### config.mk
export PLATFORM = sky130hd
export DESIGN_NAME = control_unit
export DESIGN_NICKNAME = d
export VERILOG_FILES = /design/src/rtl/cu_pkg.sv /design/src/rtl/cu_decode.sv /design/src/rtl/control_unit.sv
export SDC_FILE = /design/constraint.sdc
export NUM_CORES = 1
export LEC_CHECK = 0
export CORE_MARGIN = 2
export CORE_UTILIZATION = 32
export DETAILED_ROUTE_END_ITERATION = 7
export HOLD_SLACK_MARGIN = 0.15
export PLACE_DENSITY = 0.86
export SLEW_MARGIN = 10
export SYNTH_ARGS = -nofsm -noshare
export SYNTH_HDL_FRONTEND = slang
export SYNTH_SLANG_ARGS = --single-unit
### constraint.sdc
create_clock -name clock -period 4.5 [get_ports clock]
set_input_delay 0.9 -clock clock [delete_from_list [all_inputs] [get_ports clock]]
set_output_delay 0.9 -clock clock [all_outputs]
set_load 0.005 [all_outputs]
### src/rtl/cu_pkg.sv
// Shared types and constants for the control unit: FSM states, opcodes,
// ALU function codes, ARF register indices and the packed control word.
// Optional feature macro used by the importing files: CU_BRANCH_EN.
package cu_pkg;

    typedef enum logic [2:0] {
        ST_FETCH_L = 3'd0,
        ST_FETCH_H = 3'd1,
        ST_EXEC1   = 3'd2,
        ST_EXEC2   = 3'd3,
        ST_HALT    = 3'd4
    } cu_state_t;

    // Opcodes, ir_in[15:12]
    localparam logic [3:0] OP_LDI = 4'h0;
    localparam logic [3:0] OP_LD  = 4'h1;
    localparam logic [3:0] OP_ST  = 4'h2;
    localparam logic [3:0] OP_ADD = 4'h3;
    localparam logic [3:0] OP_SUB = 4'h4;
    localparam logic [3:0] OP_AND = 4'h5;
    localparam logic [3:0] OP_OR  = 4'h6;
    localparam logic [3:0] OP_XOR = 4'h7;
    localparam logic [3:0] OP_INC = 4'h8;
    localparam logic [3:0] OP_DEC = 4'h9;
    localparam logic [3:0] OP_BRA = 4'hA;
    localparam logic [3:0] OP_BEQ = 4'hB;
    localparam logic [3:0] OP_BNE = 4'hC;
    localparam logic [3:0] OP_HLT = 4'hF;

    // ALU function selects
    localparam logic [3:0] ALU_PASS = 4'b0000;
    localparam logic [3:0] ALU_ADD  = 4'b0100;
    localparam logic [3:0] ALU_SUB  = 4'b0110;
    localparam logic [3:0] ALU_AND  = 4'b0111;
    localparam logic [3:0] ALU_OR   = 4'b1000;
    localparam logic [3:0] ALU_XOR  = 4'b1010;

    // Register function selects (IR, ARF, RF)
    localparam logic [1:0] FUN_LOAD = 2'b01;
    localparam logic [1:0] FUN_DEC  = 2'b10;
    localparam logic [1:0] FUN_INC  = 2'b11;

    // ARF register indices; one-hot enable bit is 3-index (AR -> 1000, PC -> 0001)
    localparam int ARF_AR  = 0;
    localparam int ARF_SP  = 1;
    localparam int ARF_PCP = 2;
    localparam int ARF_PC  = 3;

    typedef struct packed {
        logic [1:0] funsel_ir;
        logic [1:0] funsel_arf;
        logic [1:0] funsel_rf;
        logic [3:0] funsel_alu;
        logic [3:0] regsel_rf;
        logic [3:0] rf_tsel;
        logic [3:0] regsel_arf;
        logic [1:0] outasel;
        logic [1:0] outbsel;
        logic [1:0] mux_sel_a;
        logic [1:0] mux_sel_b;
        logic       mux_sel_c;
        logic [2:0] rf_o1sel;
        logic [2:0] rf_o2sel;
        logic       wr_mem;
        logic       cs_mem;
        logic       ir_enable;
        logic       ir_lh;
        logic       halted;
    } cu_ctrl_t;

    // Idle control word: nothing enabled, memory deselected (csMEM active-low)
    function automatic cu_ctrl_t idle_ctrl();
        cu_ctrl_t c;
        c        = '0;
        c.cs_mem = 1'b1;
        return c;
    endfunction

    function automatic logic [3:0] arf_sel(input int idx);
        return 4'b1000 >> idx;
    endfunction

    // RF write enable for Rd: dst 0 -> 1000 ... dst 3 -> 0001
    function automatic logic [3:0] rf_dst_sel(input logic [1:0] r);
        return 4'b1000 >> r;
    endfunction

    // RF read select: Rn appears at 4+n on the output muxes
    function automatic logic [2:0] rf_read_sel(input logic [1:0] r);
        return {1'b1, r};
    endfunction

    function automatic logic is_alu_op(input logic [3:0] op);
        return (op >= OP_ADD) && (op <= OP_XOR);
    endfunction

endpackage

### src/rtl/cu_decode.sv
// Combinational decode of FSM state and instruction fields into the
// datapath control word. Branch opcodes A-C are decoded only when
// CU_BRANCH_EN is defined; otherwise they fall through as NOPs and the
// zflag input does not exist.
module cu_decode
    import cu_pkg::*;
(
    input  cu_state_t  state,
    input  logic [3:0] opcode,
    input  logic [1:0] dst,
    input  logic [1:0] src,
`ifdef CU_BRANCH_EN
    input  logic       zflag,
`endif
    output cu_ctrl_t   ctrl
);

    // Map state and opcode to the control word
    always_comb begin
        // NOTE: start from the idle word so every field is assigned on every path; no latches.
        ctrl = idle_ctrl();
        case (state)
            ST_FETCH_L, ST_FETCH_H: begin
                ctrl.outbsel    = 2'd3;
                ctrl.cs_mem     = 1'b0;
                ctrl.ir_enable  = 1'b1;
                ctrl.ir_lh      = (state == ST_FETCH_H);
                ctrl.funsel_ir  = FUN_LOAD;
                ctrl.regsel_arf = arf_sel(ARF_PC);
                ctrl.funsel_arf = FUN_INC;
            end
            ST_EXEC1: begin
                case (opcode)
                    OP_LDI: begin
                        ctrl.mux_sel_a = 2'd2;
                        ctrl.funsel_rf = FUN_LOAD;
                        ctrl.regsel_rf = rf_dst_sel(dst);
                    end
                    OP_LD, OP_ST: begin
                        ctrl.mux_sel_b  = 2'd2;
                        ctrl.regsel_arf = arf_sel(ARF_AR);
                        ctrl.funsel_arf = FUN_LOAD;
                    end
                    OP_ADD, OP_SUB, OP_AND, OP_OR, OP_XOR: begin
                        ctrl.rf_o1sel  = rf_read_sel(dst);
                        ctrl.rf_o2sel  = rf_read_sel(src);
                        ctrl.mux_sel_c = 1'b0;
                        ctrl.mux_sel_a = 2'd0;
                        ctrl.funsel_rf = FUN_LOAD;
                        ctrl.regsel_rf = rf_dst_sel(dst);
                        case (opcode)
                            OP_ADD:  ctrl.funsel_alu = ALU_ADD;
                            OP_SUB:  ctrl.funsel_alu = ALU_SUB;
                            OP_AND:  ctrl.funsel_alu = ALU_AND;
                            OP_OR:   ctrl.funsel_alu = ALU_OR;
                            default: ctrl.funsel_alu = ALU_XOR;
                        endcase
                    end
                    OP_INC, OP_DEC: begin
                        ctrl.regsel_rf = rf_dst_sel(dst);
                        ctrl.funsel_rf = (opcode == OP_INC) ? FUN_INC : FUN_DEC;
                    end
`ifdef CU_BRANCH_EN
                    OP_BRA, OP_BEQ, OP_BNE: begin
                        if ((opcode == OP_BRA) ||
                            (opcode == OP_BEQ &&  zflag) ||
                            (opcode == OP_BNE && !zflag)) begin
                            ctrl.mux_sel_b  = 2'd2;
                            ctrl.regsel_arf = arf_sel(ARF_PC);
                            ctrl.funsel_arf = FUN_LOAD;
                        end
                    end
`endif
                    default: ;  // HLT and NOPs: idle word
                endcase
            end
            ST_EXEC2: begin
                ctrl.outbsel = 2'd0;
                ctrl.cs_mem  = 1'b0;
                if (opcode == OP_LD) begin
                    ctrl.mux_sel_a = 2'd1;
                    ctrl.funsel_rf = FUN_LOAD;
                    ctrl.regsel_rf = rf_dst_sel(dst);
                end else if (opcode == OP_ST) begin
                    ctrl.rf_o1sel   = rf_read_sel(src);
                    ctrl.mux_sel_c  = 1'b0;
                    ctrl.funsel_alu = ALU_PASS;
                    ctrl.wr_mem     = 1'b1;
                end
            end
            ST_HALT: ctrl.halted = 1'b1;
            default: ;
        endcase
    end

endmodule

### src/rtl/control_unit.sv
// Multi-cycle control unit: two-byte instruction fetch, one or two execute
// states, and a terminal HALT. Outputs are combinational from state, ir_in
// and zflag, and are forced idle while reset is high.
// Optional feature: define CU_BRANCH_EN to enable BRA/BEQ/BNE and the zflag
// register; without it opcodes A-C are NOPs and zflag does not exist.
module control_unit
    import cu_pkg::*;
(
    input  logic        clock,
    input  logic        reset,
    input  logic [15:0] ir_in,
    input  logic [3:0]  alu_flag,
    output logic [1:0]  funsel_IR,
    output logic [1:0]  funsel_arf,
    output logic [1:0]  funsel_rf,
    output logic [3:0]  funsel_alu,
    output logic [3:0]  regsel_rf,
    output logic [3:0]  rf_tsel,
    output logic [3:0]  regsel_arf,
    output logic [1:0]  outasel,
    output logic [1:0]  outbsel,
    output logic [1:0]  MUXSelA,
    output logic [1:0]  MUXSelB,
    output logic        MUXSelC,
    output logic [2:0]  rf_o1sel,
    output logic [2:0]  rf_o2sel,
    output logic        wrMEM,
    output logic        csMEM,
    output logic        IR_enable,
    output logic        IR_lh,
    output logic        halted
);

    cu_state_t  state;
    cu_ctrl_t   ctrl_dec;
    cu_ctrl_t   ctrl_out;
    logic [3:0] opcode;
    logic [1:0] dst;
    logic [1:0] src;
`ifdef CU_BRANCH_EN
    logic       zflag;
`endif

    assign opcode = ir_in[15:12];
    assign dst    = ir_in[11:10];
    assign src    = ir_in[9:8];

    // The immediate is consumed by the datapath, and flags other than Z never
    // reach the control unit; fold them into a sink so intent is explicit.
    logic unused_inputs;
    assign unused_inputs = ^{ir_in[7:0], alu_flag};

    // State sequencing and Z-flag capture after ALU instructions
    always_ff @(posedge clock or posedge reset) begin
        if (reset) begin
            state <= ST_FETCH_L;
`ifdef CU_BRANCH_EN
            zflag <= 1'b0;
`endif
        end else begin
            // NOTE: sequential state uses <= so every register samples pre-edge values.
            case (state)
                ST_FETCH_L: state <= ST_FETCH_H;
                ST_FETCH_H: state <= ST_EXEC1;
                ST_EXEC1: begin
                    if (opcode == OP_LD || opcode == OP_ST) begin
                        state <= ST_EXEC2;
                    end else if (opcode == OP_HLT) begin
                        state <= ST_HALT;
                    end else begin
                        state <= ST_FETCH_L;
                    end
`ifdef CU_BRANCH_EN
                    if (is_alu_op(opcode)) begin
                        zflag <= alu_flag[3];
                    end
`endif
                end
                ST_EXEC2: state <= ST_FETCH_L;
                ST_HALT:  state <= ST_HALT;
                default:  state <= ST_FETCH_L;
            endcase
        end
    end

    cu_decode u_decode (
        .state  (state),
        .opcode (opcode),
        .dst    (dst),
        .src    (src),
`ifdef CU_BRANCH_EN
        .zflag  (zflag),
`endif
        .ctrl   (ctrl_dec)
    );

    // Reset overrides the decode so the datapath sees no enables while held.
    // NOTE: this gate is combinational on reset; the FSM alone would already show FETCH_L outputs.
    always_comb begin
        ctrl_out = reset ? idle_ctrl() : ctrl_dec;
    end

    assign funsel_IR  = ctrl_out.funsel_ir;
    assign funsel_arf = ctrl_out.funsel_arf;
    assign funsel_rf  = ctrl_out.funsel_rf;
    assign funsel_alu = ctrl_out.funsel_alu;
    assign regsel_rf  = ctrl_out.regsel_rf;
    assign rf_tsel    = ctrl_out.rf_tsel;
    assign regsel_arf = ctrl_out.regsel_arf;
    assign outasel    = ctrl_out.outasel;
    assign outbsel    = ctrl_out.outbsel;
    assign MUXSelA    = ctrl_out.mux_sel_a;
    assign MUXSelB    = ctrl_out.mux_sel_b;
    assign MUXSelC    = ctrl_out.mux_sel_c;
    assign rf_o1sel   = ctrl_out.rf_o1sel;
    assign rf_o2sel   = ctrl_out.rf_o2sel;
    assign wrMEM      = ctrl_out.wr_mem;
    assign csMEM      = ctrl_out.cs_mem;
    assign IR_enable  = ctrl_out.ir_enable;
    assign IR_lh      = ctrl_out.ir_lh;
    assign halted     = ctrl_out.halted;

endmodule

==> metrics.yaml <==
run_status:
  status: "complete, no violations"
clock_tree:
  hold_buffers: 0
  cts_buffers: 3
  clockBufferDepth: 2
  htree_levels: 1
  post_cts_resized: 0
  root_buffer: "clkbuf_4"
  clock_latency_ns: 0.24
  cts.sinks: 3
  cts_tree: "yes"
  clk_pin_slew_ns: 0.04
  cts_setup_buffers: 0
logic_synthesis:
  netlist_area_um2: 655.6
  ys_warn_count: 0
  synth-seq-area-share_pct: 11.45
  netlist-cell-type-count: 31
  synthFlopType: "dfrtp_1"
  synthAdderAreaFrac_pct: 0
  synthCells: 91
  synth.area.mux_share_pct: 0
  synth_seq_cells: 3
  synth_area_leaders: "buf_4 (19%), dfrtp_1 (11%), nand2b_1 (6.7%), a21oi_1 (4.6%), nor2_1 (4.6%)"
  avgSynthCellArea_um2: 7.205
  synth_top_cell_by_area: "buf_4"
  synth-xor-area-share_pct: 0
  synthArstFlopShare_pct: 100.0
  synth_edf_count: 0
  synth-simple-area-share_pct: 45.04
  synth_top_family_by_area: "simple AND/OR/NAND/NOR gates"
  synth_compound_area_share_pct: 17.56
  yosys.area.top_type_share_pct: 19.47
cells_and_area:
  drive_gt1_share_pct: 10.48
  largest_reg_flops: 3
  regMostFlops: "state"
  num_antenna_cells: 0
  syn_to_final_growth_pct: 53.43
  utilization_pct: 51.80
  final_nets: 147
  reg_top3: "state x3"
worst_setup_path:
  crit_top_cell: "clkdlybuf4s50_1"
  cp_num_buf_inv: 2
  worst_ep_required_time_ns: 3.60
  start_kind: "input pin"
  crit_slowest_cell: "clkdlybuf4s50_1"
  critical_path_class: "input pin to output port"
  crit_family: "buffers and inverters"
  crit_fanout: 9
  crit_chain: "clkdlybuf4s50_1 -> or3b_4 -> a2111oi_4 -> a21oi_2 -> nor3b_1 -> clkdlybuf4s50_1"
  slowest_delay_ns: 0.56
  arrival_ns: 3.16
  cp-end-kind: "output port"
detailed_routing:
  routed_via_density: 5.093
  drc_errors: 0
  drtIter0Drc: 31
  wl_per_cell_um: 11.94
  drt_pass1_iterations: 4
  dr_wl_met3_um: 214
  dr_wl_met2_um: 874
  top_layer: "met4"
  drtAntennaViolNets: 0
  wl_um: 1803
  met1_length_um: 681
  num_vias: 769
global_routing:
  grt_max_degree: 14
  grt.total_usage_pct: 15.70
  overflow: 0
  grt_pass1_vias: 696
  antenna_found_initial: 0
  grt_pass1_wl_um: 3015
die:
  core-area_um2: 1942
  row_count: 16
  initial_core_util_pct: 33.76
  die_h_um: 49.27
  num_io_pins: 64
  die-area_um2: 2427
  die_w_um: 49.27
power_and_ir_drop:
  p_int_uw: 160.9
  vdd_drop_max_uv: 144.6
  switching_share_pct: 40.27
  p_leak_uw: 0.0003843
  switching_power_uw: 108.5
  power_frac_comb_pct: 61.0
  p_seq_share_pct: 21.1
  cellPowerDensity_nw_per_um2: 267.8
  clkPwrFrac_pct: 17.9
  design_power_total_uw: 269.4
sta:
  hold_viol: 0
  fin_setup_tns_ns: 0
  setup_viol: 0
  fin_skew_ns: 0.006338
  max_freq_mhz: 246.1
  rsz0062_at_grt: "false"
  finalCritPeriodShare_pct: 90.32
  period_needed_ns: 4.064
  drv_slew: 0
place:
  port_buffers: 40
  gp_congestion: 0.7322
  hpwl_um: 1418
run:
  drv_cap: 0
hold_path:
  hp-class: "register to register"
[per-layer routing]
layer  vias to the layer above  global-route usage, %
li1                        355                      -
met1                       341                  16.88
met2                        67                  29.50
met3                         6                  2.454
met4                         0                  7.143
met5                         -                      0
[path summary, 6_finish.rpt]
| check | startpoint | endpoint | slack [ns] | depth (start not counted) |
|---|---|---|---|---|
| max in group asynchronous | reset | state[0]$_DFF_PP0_ | 3.31 | 2 |
| hold reg to reg | state[2]$_DFF_PP0_ | state[1]$_DFF_PP0_ | 0.52 | 1 |
| setup / recovery | ir_in[13] | regsel_rf[1] | 0.44 | 6 |
| setup reg to reg | state[0]$_DFF_PP0_ | state[1]$_DFF_PP0_ | 2.94 | 4 |
| hold / removal | state[2]$_DFF_PP0_ | state[1]$_DFF_PP0_ | 0.52 | 1 |
| min in group asynchronous | reset | state[2]$_DFF_PP0_ | 1.04 | 2 |
[cells in the final DEF, fill, tap and decap left out, drive strengths merged, types with 4 or more instances in the layout]
cell / Yosys / final
nand2b: 7 / 7
conb: 1 / 11
nor3: 5 / 5
a21oi: 7 / 7
clkdlybuf4s50: 0 / 40
nor2: 8 / 8
clkbuf: 4 / 4
nand2: 7 / 7
nor3b: 5 / 5
[cells by family after synthesis]
| logic type | count (synthesis) |
|---|---|
| compound gates | 14 |
| buf+inv | 25 |
| flops | 3 |
| simple gates | 48 |
| other cells | 1 |
[area by class of cell]
cell class              count  area [µm²]
repair buffers             41       407.9
flip-flops and latches      3       75.07
clock buffers               4       26.28
fillers                   199       935.9
well taps                  27       33.78
inverters                   3       11.26
multi-input cells          73       451.7
[synth_stat cells (all sizes together) (3+ instances only)]
| cell | instances |
|---|---|
| inv | 3 |
| nand2 | 7 |
| nor2 | 8 |
| clkbuf | 4 |
| and2 | 3 |
| nor3 | 5 |
| or2 | 3 |
| nor3b | 5 |
| nand2b | 7 |
| nor4 | 3 |
| dfrtp | 3 |
| buf | 18 |
| a21oi | 7 |
[through the flow]
stage / setup slack [ns] / hold slack, ns / instance area (µm²) / std cells
2_1_floorplan: 1.534 / 0.4586 / 693.2 / 101
3_3_place_gp: 0.5278 / 0.4920 / 979.7 / 147
3_5_place_dp: 0.4358 / 0.4955 / 979.7 / 147
4_1_cts: 0.4279 / 0.5145 / 1006 / 151
5_1_grt: 0.3166 / 0.5405 / 1006 / 151
6_report: 0.4358 / 0.5206 / 1006 / 151
[power groups by stage]
stage / Sequential [µW] / Combinational (µW) / Clock, µW
finish: 56.7 / 164 / 48.2
global route: 59.0 / 179 / 52.1
CTS: 55.6 / 165 / 49.3
detailed placement: 56.6 / 163 / 0
global placement: 55.3 / 159 / 0
floorplan: 43.7 / 118 / 0
Power figures use the tool's default switching activity.
